==> config.mk <==
export PLATFORM = sky130hd
export DESIGN_NAME = stp_frame_buffer
export DESIGN_NICKNAME = d
export VERILOG_FILES = /design/src/rtl/stp_frame_buffer.sv
export SDC_FILE = /design/constraint.sdc
export NUM_CORES = 2
export LEC_CHECK = 0
export CORE_ASPECT_RATIO = 0.9
export CORE_MARGIN = 3
export CORE_UTILIZATION = 50
export DETAILED_ROUTE_END_ITERATION = 12
export HOLD_SLACK_MARGIN = 0.1
export PLACE_DENSITY = 0.89
export SETUP_SLACK_MARGIN = 0.4
export SYNTH_ARGS = -nofsm -noshare
export SYNTH_HDL_FRONTEND = slang
export SYNTH_SLANG_ARGS = --single-unit
==> constraint.sdc <==
create_clock -name clk -period 2.3 [get_ports clk]
set_input_delay 0.23 -clock clk [delete_from_list [all_inputs] [get_ports clk]]
set_output_delay 0.23 -clock clk [all_outputs]
set_load 0.01 [all_outputs]
==> src/rtl/stp_frame_buffer.sv <==
// Serial-to-parallel frame buffer: shift-assembly register feeding a one-frame output slot.
// Optional macro STP_BIT_REVERSE_EN delivers each frame in bit-reversed sample order.
module stp_frame_buffer #(
    parameter int DATA_W = 16,
    parameter int DEPTH  = 64
) (
    input  logic                           clk,
    input  logic                           rst,
    input  logic                           in_valid,
    input  logic [DATA_W-1:0]              in_data,
    output logic                           in_ready,
    input  logic                           abort,
    output logic                           frame_valid,
    input  logic                           frame_ready,
    output logic [DEPTH-1:0][DATA_W-1:0]   frame_data,
    output logic [$clog2(DEPTH+1)-1:0]     fill_cnt
);

    localparam int CW = $clog2(DEPTH+1);

    typedef enum logic {FILL, HOLD} state_t;

    state_t                         state;
    logic [DEPTH-1:0][DATA_W-1:0]   asm_q;
    logic [DEPTH-1:0][DATA_W-1:0]   shifted;
    logic [DEPTH-1:0][DATA_W-1:0]   src;
    logic [DEPTH-1:0][DATA_W-1:0]   ordered;
    logic                           accept;
    logic                           consume;
    logic                           slot_free;
    logic                           last;
    logic                           transfer;

    assign in_ready  = !rst && (state == FILL);
    assign accept    = in_valid && in_ready;
    assign consume   = frame_valid && frame_ready;
    assign slot_free = !frame_valid || frame_ready;
    assign last      = (fill_cnt == CW'(DEPTH-1));

    // Newest sample enters at the top so the oldest ends up at index 0.
    assign shifted = {in_data, asm_q[DEPTH-1:1]};

    // Completing sample bypasses the assembly register so a full frame loads with no bubble.
    assign src = (state == HOLD) ? asm_q : shifted;

    assign transfer = !abort && slot_free &&
                      ((state == HOLD) || (accept && last));

`ifdef STP_BIT_REVERSE_EN
    localparam int AW = $clog2(DEPTH);

    if ((1 << AW) != DEPTH) begin : g_pow2_check
        $error("stp_frame_buffer: DEPTH must be a power of two with STP_BIT_REVERSE_EN");
    end

    function automatic int unsigned bitrev(input int unsigned k);
        int unsigned r;
        r = 0;
        for (int unsigned i = 0; i < AW; i++) begin
            if (((k >> i) & 1) != 0) r = r | (1 << (AW - 1 - i));
        end
        return r;
    endfunction

    for (genvar k = 0; k < DEPTH; k++) begin : g_rev
        localparam int unsigned R = bitrev(k);
        assign ordered[k] = src[R];
    end
`else
    assign ordered = src;
`endif

    always_ff @(posedge clk) begin
        if (rst) begin
            state       <= FILL;
            fill_cnt    <= '0;
            frame_valid <= 1'b0;
            frame_data  <= '0;
            asm_q       <= '0;
        end else begin
            if (transfer) begin
                frame_data  <= ordered;
                frame_valid <= 1'b1;
            end else if (consume) begin
                frame_valid <= 1'b0;
            end

            if (abort) begin
                state    <= FILL;
                fill_cnt <= '0;
            end else if (state == HOLD) begin
                if (slot_free) begin
                    state    <= FILL;
                    fill_cnt <= '0;
                end
            end else if (accept) begin
                asm_q <= shifted;
                if (last && slot_free) begin
                    fill_cnt <= '0;
                end else begin
                    fill_cnt <= fill_cnt + 1'b1;
                    if (last) state <= HOLD;
                end
            end
        end
    end

endmodule
Word level (Yosys, flattened, before mapping)
Index checks and enable logic that the tools add are counted.
{"block": "totals", "ff_bits": 2057, "latchBits": 0, "mem_bits_rw": 0, "romBits": 0, "input_bits": 21, "out_inout_bits": 1033, "elab_cells": 165, "memories": 0}
{"block": "op_classes", "addsub": 1, "n_mul": 0, "div_mod_pow": 0, "magnitude_cmp": 0, "n_eq_ne": 2, "n_shift": 0, "n_mux": 12, "bitwise": 2, "reduce_logical": 17}
{"operator": "1024-bit two-way mux", "count": 1}
{"operator": "7-bit two-way mux", "count": 4}
{"operator": "7-bit by 1-bit adder with 7-bit output (second input constant)", "count": 1}
{"operator": "7-bit by 6-bit == test with 1-bit output (second input constant)", "count": 1}
{"operator": "1-bit logical AND", "count": 7}
{"operator": "1-bit two-way mux", "count": 7}
{"operator": "2-bit nonzero test", "count": 2}
{"operator": "1-bit zero test", "count": 3}
{"operator": "3-bit AND reduction", "count": 1}
{"operator": "1-bit logical OR", "count": 2}
{"operator": "2-bit by 1-bit inequality test with 1-bit output (second input constant)", "count": 1}
{"operator": "1-bit inverter", "count": 2}
{"operator": "2-bit AND reduction", "count": 1}
{"operator": "2-bit OR reduction", "count": 1}

Logic depth before layout (Yosys ltp)
{"block": "depth", "depth_word": 7, "mapped_depth": 9, "ltp_nobuf": 5}

Worst setup path before layout
Ideal clock, no wire load.
{"block": "synth_timing", "path_kind": "reg2reg", "start": "register state", "end": "register frame_data[290] in the netlist's numbering", "setup_ns": 0.119, "arrival_time_ns": 2.346, "t_required_ns": 2.181, "slack_ns": -0.164, "path_stages_with_launch": 10, "path_buffers": 5, "period_less_slack_ns": 2.464, "cell_sequence": "dfxtp_1 > buf_2 > or3b_2 > clkbuf_1 > nor2_1 > nand3_1 > buf_2 > clkbuf_1 > clkbuf_1 > o221a_2"}
{"block": "synth_between", "elab_chain_cells": 6, "elab_cells_between_ends": 7, "cone_classes": "mux (1); bitwise (1); reduce/logical (5)"}
{"element": "start: declaration", "line": "23", "source": "state_t state;"}
{"element": "start signal: assignment", "line": "75", "source": "state <= FILL;"}
{"element": "start signal: assignment", "line": "89", "source": "state <= FILL;"}
{"element": "start signal: assignment", "line": "93", "source": "state <= FILL;"}
{"element": "1-bit inverter (no source line)"}
{"element": "1-bit logical AND", "line": "34", "source": "assign in_ready = !rst && (state == FILL);"}
{"element": "1-bit logical AND", "line": "35", "source": "assign accept = in_valid && in_ready;"}
{"element": "1-bit logical AND", "line": "47", "source": "((state == HOLD) || (accept && last));"}
{"element": "1-bit logical OR", "line": "47"}
{"element": "1-bit logical AND", "line": "46", "source": "assign transfer = !abort && slot_free &&"}
{"element": "end signal: assignment", "line": "82", "source": "frame_data <= ordered;"}
{"element": "end: declaration", "line": "15", "source": "output logic [DEPTH-1:0][DATA_W-1:0] frame_data,"}
Parallel ways exist; a longest one is shown, timed or not.
A chain may end at the register's enable or synchronous reset.

Worst setup path after layout
{"block": "layout_timing", "start": "register state", "end": "register asm_q[323] in the netlist's numbering"}
{"block": "layout_between", "elab_chain_cells": 4}
{"element": "1-bit inverter (no source line) (*)"}
{"element": "1-bit logical AND", "line": "34"}
{"element": "1-bit logical AND", "line": "35"}
{"element": "3-bit AND reduction (no source line) (*)"}
{"element": "end signal: assignment", "line": "97", "source": "asm_q <= shifted;"}
{"element": "end: declaration", "line": "24", "source": "logic [DEPTH-1:0][DATA_W-1:0] asm_q;"}
Every way passes the cells marked *; elsewhere a longest branch is shown, timed or not.

==> results.json <==
{
  "viasPerCell": 6.026,
  "routed_wl_um": 277200,
  "syn_area_sq_um": 78080,
  "grt_pass1_vias": 67850,
  "worstPathMaxFanout": 173,
  "dp.cells": 11690,
  "grt_pass1_wl_um": 409800,
  "clk_pin_slew_ps": 70,
  "synth_top_area_share": 0.5274,
  "worstSetupEndpointType": "register",
  "initial_core_util": 0.5070,
  "post-route-period-util": 1.103,
  "yosysTopAreaCell": "dfxtp_1",
  "finalWeightedCongestion": 0.9302,
  "first_pass_iters": 7,
  "synthDistinctLibCells": 35,
  "cp_data_required_time_ps": 2970,
  "die_x_um": 422.5,
  "drc": 0,
  "io_buffer_count": 1053,
  "cts_buffers": 195,
  "syn_nets": 9076,
  "final_net_count": 9890,
  "hpwl_um": 184100,
  "arrival_ps": 3200,
  "period_minus_slack_ps": 2536,
  "drt_iter0_markers": 9645,
  "grtUsageTotal": 0.3191,
  "cts_max_level": 4,
  "clockBufferDepth": 3,
  "worst-setup-path-type": "register to register",
  "start_kind": "register",
  "antenna_found_initial": 3,
  "tightest_slew_ps": 1145,
  "dieArea_sq_um": 160900,
  "rsz0062_at_grt": "true",
  "synth_top_flop_cell": "dfxtp_1",
  "area_growth_pct": 27.57,
  "r2r_slack_ps": -240,
  "drive_above_1_share": 0.1478,
  "clock_latency_ps": 850,
  "crit_start": "state$_SDFF_PP0_",
  "hp-class": "input port to register",
  "finClkSkew_ps": 49.42,
  "synth_common_cells": "a21oi_1, dfxtp_1, nand2_1",
  "violations": "hold timing, setup timing",
  "timing.fmax_mhz": 394.3,
  "post-place-ws_ps": -688.1,
  "final-max-slew-violation-count": 0,
  "setup_ws_ps": -235.8,
  "power_density_nw_per_um2": 716.9,
  "clock_sinks": 2057,
  "core-area_sq_um": 154000,
  "synth.area.top_cells": "dfxtp_1, a21oi_1, o221a_2",
  "fp-row-count": 136,
  "fin_cells": 12100,
  "setup_viol": 998,
  "crit_path_end": "asm_q[323]$_SDFFE_PP0P_",
  "r2r_start": "state$_SDFF_PP0_",
  "ys_seq_area_frac": 0.5274,
  "num_io_pins": 1054,
  "die_y_um": 380.9,
  "ys.warnings.count": 0,
  "outcome": "finished with violations",
  "synth_edf_count": 0,
  "place_area_sq_um": 91830,
  "ys_seq_elements": 2057,
  "setup_tns_ps": -78030,
  "wire_per_inst_um": 22.91,
  "synthArstFlopShare": 0,
  "timing.final.hold_violations": 1,
  "cts_tree": "done",
  "relSlewSlack": 0.2364,
  "holdBufCountCts": 21,
  "vdd_drop_max_v": 0.0007500,
  "via_count": 72930,
  "p_leak_nw": 32.88,
  "synthCells": 9054,
  "reg2reg_to": "asm_q[323]$_SDFFE_PP0P_",
  "cap_violations": 0,
  "cts_root_buf": "clkbuf_16",
  "grt_overflow": 0,
  "worst_hold_slack_ps": -113.8,
  "antenna_left": 0,
  "fin_area_sq_um": 99610,
  "syn_avg_cell_area_sq_um": 8.624,
  "reg2regPathDepth": 6,
  "grt_start_max_net_pins": 253
}
[flip-flops by register name, indices dropped and copies added, names as in the netlist]
register / cells
asm_q: 1024
fill_cnt: 7
frame_data: 1024
frame_valid: 1
state: 1
[power by group]
part | leakage (nW) | internal [mW] | switching [mW]
Sequential | 16.6 | 35.6 | 0.0139
Combinational | 13.0 | 0.542 | 1.42
Clock | 3.32 | 19.2 | 14.6
Total | 32.9 | 55.4 | 16.0
[metal layers]
metal,vias to the layer above,global-route usage,routed length [um]
li1,32600,-,-
met2,4337,0.4851,122400
met4,2,0.2398,24030
met1,35080,0.3944,103100
met5,-,0,19
met3,914,0.07385,27650
[worst min path at each step]
stage,slack [ps],start,cells after the start,to
finish,-110,rst,4,frame_valid$_SDFFE_PP0P_
global route,-150,rst,4,frame_valid$_SDFFE_PP0P_
CTS,-170,rst,4,frame_valid$_SDFFE_PP0P_
detailed placement,450,asm_q[11]$_SDFFE_PP0P_,2,asm_q[11]$_SDFFE_PP0P_
global placement,440,asm_q[9]$_SDFFE_PP0P_,2,asm_q[9]$_SDFFE_PP0P_
floorplan,370,in_data[0],2,asm_q[1008]$_SDFFE_PP0P_
[cells in the final DEF (no fill, tap or decap), drive strengths merged, types with 21 or more instances in the layout]
cell / n
a21oi: 2057
buf: 327
clkbuf: 303
clkdlybuf4s50: 1052
clkinv: 40
dfxtp: 2057
dlygate4sd3: 21
inv: 1033
nand2: 2053
o221a: 1024
[metrics by stage]
step | utilization | power [mW]
final | 0.6468 | 71.41
after global routing | 0.6468 | 73.05
after CTS | 0.6422 | 71.37
after detailed placement | 0.5963 | 38.21
after global placement | 0.5963 | 38.17
after floorplan | - | 37.72
[area by class of cell]
cell class	instances	area [sq um]
Fill cell	11320	54390
Sequential cell	2057	41180
Multi-Input combinational cell	5173	29870
Timing Repair Buffer	1416	15310
Clock buffer	287	5736
Inverter	1025	3847
Tap cell	2070	2590
Clock inverter	72	1064
Antenna cell	3	7.507
[logic make-up after synthesis]
logic type	Yosys count	synth area share
and+or+nand+nor	2078	0.1007
AOI/OAI and AO/OA	3094	0.2807
adders and majority gates	1	0.0001602
buffers and inverters	1824	0.09099
DFF	2057	0.5274
[what timing repair did]
item / in CTS / in global routing
pin swaps: 1 / 4
gates cloned: 1 / 16
setup buffers: 1 / 12
resized for setup: 4 / 36
endpoints found under the hold margin: 52 / 3
endpoints found under the setup margin: 3072 / 3081
[worst max-delay path, cell delays in order, from the launching register on]
cell and delay, ps:
dfxtp_1 320, or4b_4 490, buf_4 230, buf_16 220, buf_4 530, nand2_1 120
a21oi_1 70
(Power assumes the default switching activity.)
